<file path="src/rtl/mips_pipe_pkg.sv">
// mips_pipe_pkg: shared constants and stage-tag type for the 5-stage pipeline
// hazard logic. The operand-mux select encoding here is shared with the datapath.
package mips_pipe_pkg;

    localparam int PIPE_REG_W = 5;

    // Operand-mux select encoding
    localparam logic [1:0] FWD_RF    = 2'b00;
    localparam logic [1:0] FWD_EXMEM = 2'b01;
    localparam logic [1:0] FWD_MEMWB = 2'b10;
    localparam logic [1:0] FWD_WB    = 2'b11;

    localparam logic [PIPE_REG_W-1:0] REG_ZERO = '0;

    typedef struct packed {
        logic                  valid;
        logic [PIPE_REG_W-1:0] dest;
        logic                  regwrite;
        logic                  memread;
    } stage_tag_t;

    localparam int TAG_W = $bits(stage_tag_t);

    // A slot can supply a source only if it really writes a nonzero register
    // that the consumer actually reads.
    function automatic logic tag_hit(input stage_tag_t tag,
                                     input logic [PIPE_REG_W-1:0] src,
                                     input logic uses);
        return tag.valid && tag.regwrite && (tag.dest == src) &&
               (src != REG_ZERO) && uses;
    endfunction

endpackage

</file>
<file path="src/rtl/fwd_compare.sv">
// fwd_compare: priority match of one source register against the EX/MEM/WB
// shadow tags, producing the operand-mux select. Optional macro
// FWD_WB_BYPASS_EN lets the WB slot produce FWD_WB.
module fwd_compare
    import mips_pipe_pkg::*;
(
    input  logic [PIPE_REG_W-1:0] src_i,
    input  logic                  uses_i,
    input  logic [TAG_W-1:0]      ex_tag_i,
    input  logic [TAG_W-1:0]      mem_tag_i,
    input  logic [TAG_W-1:0]      wb_tag_i,
    output logic [1:0]            sel_o
);

    stage_tag_t ex_tag, mem_tag, wb_tag;
    logic       ex_hit, mem_hit, wb_hit;

    assign ex_tag  = stage_tag_t'(ex_tag_i);
    assign mem_tag = stage_tag_t'(mem_tag_i);
    assign wb_tag  = stage_tag_t'(wb_tag_i);

    assign ex_hit  = tag_hit(ex_tag,  src_i, uses_i);
    assign mem_hit = tag_hit(mem_tag, src_i, uses_i);
    assign wb_hit  = tag_hit(wb_tag,  src_i, uses_i);

    // Nearest producer wins: EX over MEM over WB.
    always_comb begin
        sel_o = FWD_RF;
        if (ex_hit) begin
            sel_o = FWD_EXMEM;
        end else if (mem_hit) begin
            sel_o = FWD_MEMWB;
        end
`ifdef FWD_WB_BYPASS_EN
        else if (wb_hit) begin
            sel_o = FWD_WB;
        end
`endif
    end

`ifndef FWD_WB_BYPASS_EN
    // Write-first register file: the WB slot is tracked but never selected.
    logic unused_wb_hit;
    assign unused_wb_hit = wb_hit;
`endif

endmodule

</file>
<file path="src/rtl/fwd_hazard_unit.sv">
// fwd_hazard_unit: forwarding-select and load-use stall controller for the
// 5-stage MIPS pipeline. Keeps a private EX/MEM/WB tag pipeline so the datapath
// need not export hazard state. Optional macro FWD_WB_BYPASS_EN enables
// the WB-slot bypass (select 11) for a read-before-write register file.
// REG_W is expected to equal mips_pipe_pkg::PIPE_REG_W.
module fwd_hazard_unit
    import mips_pipe_pkg::*;
#(
    parameter int REG_W = 5,
    parameter int CNT_W = 16
) (
    input  logic             clk,
    input  logic             reset,
    input  logic             hold,
    input  logic             flush,
    input  logic             id_valid,
    input  logic [REG_W-1:0] id_rs,
    input  logic [REG_W-1:0] id_rt,
    input  logic             id_uses_rs,
    input  logic             id_uses_rt,
    input  logic [REG_W-1:0] id_dest,
    input  logic             id_regwrite,
    input  logic             id_memread,
    output logic [1:0]       fwdA_sel,
    output logic [1:0]       fwdB_sel,
    output logic             stall,
    output logic [CNT_W-1:0] stall_cnt
);

    stage_tag_t ex_q, mem_q, wb_q;
    stage_tag_t ex_d;
    logic [1:0] fwd_a_q, fwd_a_d, fwd_b_q, fwd_b_d;
    logic [1:0] cmp_a, cmp_b;
    logic [CNT_W-1:0] stall_cnt_q, stall_cnt_d;

    logic [PIPE_REG_W-1:0] rs_w, rt_w, dest_w;
    logic                  stall_w, enter_ex;

    assign rs_w   = PIPE_REG_W'(id_rs);
    assign rt_w   = PIPE_REG_W'(id_rt);
    assign dest_w = PIPE_REG_W'(id_dest);

    fwd_compare u_cmp_a (
        .src_i     (rs_w),
        .uses_i    (id_uses_rs),
        .ex_tag_i  (ex_q),
        .mem_tag_i (mem_q),
        .wb_tag_i  (wb_q),
        .sel_o     (cmp_a)
    );

    fwd_compare u_cmp_b (
        .src_i     (rt_w),
        .uses_i    (id_uses_rt),
        .ex_tag_i  (ex_q),
        .mem_tag_i (mem_q),
        .wb_tag_i  (wb_q),
        .sel_o     (cmp_b)
    );

    // Load-use detection against the load currently in EX; a flush overrides it.
    always_comb begin
        stall_w = id_valid && !flush && ex_q.valid && ex_q.memread &&
                  (ex_q.dest != REG_ZERO) &&
                  ((id_uses_rs && (rs_w == ex_q.dest)) ||
                   (id_uses_rt && (rt_w == ex_q.dest)));
    end

    // Next EX tag and selects: a bubble enters EX with both selects at RF.
    always_comb begin
        enter_ex = id_valid && !stall_w && !flush;
        ex_d     = '0;
        fwd_a_d  = FWD_RF;
        fwd_b_d  = FWD_RF;
        if (enter_ex) begin
            ex_d.valid    = 1'b1;
            ex_d.dest     = dest_w;
            ex_d.regwrite = id_regwrite;
            ex_d.memread  = id_memread;
            fwd_a_d       = cmp_a;
            fwd_b_d       = cmp_b;
        end
    end

    // Saturating stall counter: holds at all-ones instead of wrapping.
    always_comb begin
        stall_cnt_d = stall_cnt_q;
        if (stall_w && (stall_cnt_q != {CNT_W{1'b1}})) begin
            stall_cnt_d = stall_cnt_q + CNT_W'(1);
        end
    end

    // Advance the tag pipeline and registered selects unless frozen by hold.
    always_ff @(posedge clk or negedge reset) begin
        if (!reset) begin
            ex_q        <= '0;
            mem_q       <= '0;
            wb_q        <= '0;
            fwd_a_q     <= FWD_RF;
            fwd_b_q     <= FWD_RF;
            stall_cnt_q <= '0;
        end else if (!hold) begin
            ex_q        <= ex_d;
            mem_q       <= ex_q;
            wb_q        <= mem_q;
            fwd_a_q     <= fwd_a_d;
            fwd_b_q     <= fwd_b_d;
            stall_cnt_q <= stall_cnt_d;
        end
    end

    assign fwdA_sel  = fwd_a_q;
    assign fwdB_sel  = fwd_b_q;
    assign stall     = stall_w;
    assign stall_cnt = stall_cnt_q;

endmodule

</file>
<file path="config.mk">
export PLATFORM = sky130hd
export DESIGN_NAME = fwd_hazard_unit
export DESIGN_NICKNAME = d
export VERILOG_FILES = /design/src/rtl/mips_pipe_pkg.sv /design/src/rtl/fwd_compare.sv /design/src/rtl/fwd_hazard_unit.sv
export SDC_FILE = /design/constraint.sdc
export NUM_CORES = 1
export LEC_CHECK = 0
export CELL_PAD_IN_SITES_DETAIL_PLACEMENT = 0
export CELL_PAD_IN_SITES_GLOBAL_PLACEMENT = 2
export CORE_UTILIZATION = 42
export CTS_CLUSTER_DIAMETER = 200
export DETAILED_ROUTE_END_ITERATION = 12
export DONT_BUFFER_PORTS = 1
export PLACE_DENSITY = 0.75
export SETUP_SLACK_MARGIN = 0.2
export SYNTH_ARGS = -nofsm -noshare
export SYNTH_HDL_FRONTEND = slang
export SYNTH_HIERARCHICAL = 1
export SYNTH_SLANG_ARGS = --single-unit
</file>
<file path="constraint.sdc">
create_clock -name clk -period 2.7 [get_ports clk]
set_clock_uncertainty 0.2 [all_clocks]
set_input_delay 0.27 -clock clk [delete_from_list [all_inputs] [get_ports clk]]
set_output_delay 0.27 -clock clk [all_outputs]
set_load 0.05 [all_outputs]
</file>
==> results.yml <==
global_routing:
  grt_pass1_wl_um: 7720
  grt_max_degree: 36
  grt_pass1_vias: 1504
  grt_usage_pct: 19.6
  antenna_found_initial: 0
  overflow: 0
setup_path:
  path_buf_inv: 3
  path_class: "reg2out"
  path_max_fanout: 10
  crit_required_ns: 2.23
  r2r_setup_slack_ns: 0.37
  critPathTopFamily: "buffers and inverters"
  critPathLaunchType: "flip-flop"
  r2r_end: "stall_cnt[1]"
  cp-end-kind: "primary output"
  cpPeakStageDelay_ns: 0.46
  cp_slowest_cell: "dfrtp_2"
  rr_startpoint: "ex_q[4]"
  cp_cell_sequence: "buf_12, xor2_1, nor4_2, a32oi_4, buf_4, nor2_2, buf_6"
  crit_arrival_ns: 1.92
  reg2regPathDepth: 7
timing:
  tns_ns: 0
  fin_crit_ns: 2.39
  rsz0062_at_grt: "false"
  relSlewSlack_pct: 48.8
  timing.final.crit_share_pct: 88.4
  tightest_slew_ns: 0.766
  fmax_mhz: 419
  setup_viol: 0
  finalHoldViolCount: 0
  drv_slew: 0
power:
  p_leak_nw: 1.14
  max-vdd-ir-drop_mv: 0.281
  p_per_area_nw_per_um2: 471
placed_design:
  hpwl_um: 3480
  place_congestion: 0.862
  dpl_cell_area_um2: 2190
  io_buffers: 0
finish:
  regArea_um2: 882
  area_delta_synth_final_pct: 23.1
  finalInstanceArea_um2: 2520
  drive_above_1_share_pct: 34.6
  nets: 232
  multi_input_area_um2: 1130
  nFillCells: 413
  diodes: 0
outcome:
  status: "completed"
detailed_routing:
  first_pass_iters: 4
  top_layer: "met4"
  wl_met3_um: 285
  via_count: 1480
  wl_per_cell_um: 18.0
  met1Wirelength_um: 1950
  wl_um: 4710
  vias_per_cell: 5.65
  route.met2.wl_um: 2430
  drt_iter0_markers: 110
  drc: 0
  ant_nets: 0
synthesis:
  synthCells: 174
  syn_area_per_cell_um2: 11.8
  syn-cell-area_um2: 2050
  syn_nets: 199
  ys_warn_count: 6
clock_tree:
  htree_levels: 2
  clock_sinks: 35
  cts_root_buf: "clkbuf_8"
  clockBufferDepth: 2
  insertion_delay_ns: 0.29
  cts.clk_slew.worst_paths_ns: 0.08
  numCtsBuffers: 5
  tritoncts: "done"
hold_path:
  hp-start: "id_uses_rt"
  whs_endpoint: "fwdB_sel[1]"
  min_path_type: "in2reg"
  min_path_cells: 3
die:
  rows: 25
  io_pins: 45
  die_w_um: 71.8
  die_area_um2: 5160
  core_area_um2: 4690
  die_y_um: 71.8
  start_util_pct: 43.6
job:
  maxCapViolCount: 0
metal layers:
metal | up-vias | GRT usage, %
li1 | 699 | -
met1 | 728 | 23.3
met2 | 47 | 34.1
met3 | 6 | 6.61
met4 | 0 | 5.23
met5 | - | 0
cell type report:
class | instances | share of cell area [%]
Inverter | 2 | 0.298
Timing Repair Buffer | 35 | 12.5
Multi-Input combinational cell | 128 | 44.9
Clock buffer | 6 | 3.28
Clock inverter | 2 | 1.39
Tap cell | 54 | 2.68
Sequential cell | 35 | 35.0
state kept, by name (all words and copies together), names as in the netlist:
register   count
ex_q           8
fwdA_sel       2
fwdB_sel       2
mem_q          7
stall_cnt     16
where the power goes:
part | internal [mW] | switching [mW]
logic | 0.0675 | 0.0668
clock network | 0.299 | 0.192
registers | 0.540 | 0.0218
total | 0.907 | 0.281
placed cells by master (no fill, tap or decap), types with 2 or more instances in the layout:
cell           instances
dfrtp_1               30
xor2_1                29
buf_4                 23
xnor2_1               16
nor4_2                10
a22o_1                10
dlygate4sd3_1          9
nand3_1                8
mux2_2                 7
nand4_1                6
clkbuf_8               6
nand2_1                5
dfrtp_2                5
nor2_1                 4
nor4b_1                4
nor3_2                 4
or4_1                  3
nor4_1                 3
inv_1                  2
and3_1                 2
buf_12                 2
o21ai_2                2
worst max-delay path by stage:
stage               startpoint           end  slack, ns  depth (start not counted)
detailed placement     ex_q[4]   fwdB_sel[0]       0.28                          4
global placement       ex_q[4]  stall_cnt[1]       0.33                          5
finish                 ex_q[4]         stall       0.31                          7
global route           ex_q[3]         stall       0.21                          6
CTS                    ex_q[5]         stall       0.21                          6
floorplan              ex_q[5]         stall       0.24                          5
stage by stage:
stage	instances	util, %	hold slack [ns]	worst slack, ns	total power, mW
6_report	262	53.7	0.141	0.313	1.19
5_1_grt	262	53.7	0.139	0.212	1.24
4_1_cts	257	52.6	0.133	0.212	1.19
3_5_place_dp	237	46.6	-0.225	0.284	0.663
3_3_place_gp	237	46.6	-0.225	0.326	0.660
2_1_floorplan	174	-	-0.226	0.238	0.651
worst min-delay path, cell delays in order:
cell	delay [ns]
o21ai_2	0.08
nor3_2	0.06
a22o_1	0.19
repair_timing:
action | 4_1_cts | 5_1_grt
hold buffers | 10 | 0
resized for setup | 9 | 1
endpoints found under the setup margin | 1 | 1
pin swaps | 2 | 2
setup buffers | 2 | 5
endpoints found under the hold margin | 54 | 0
Power figures use the tool's default switching activity.
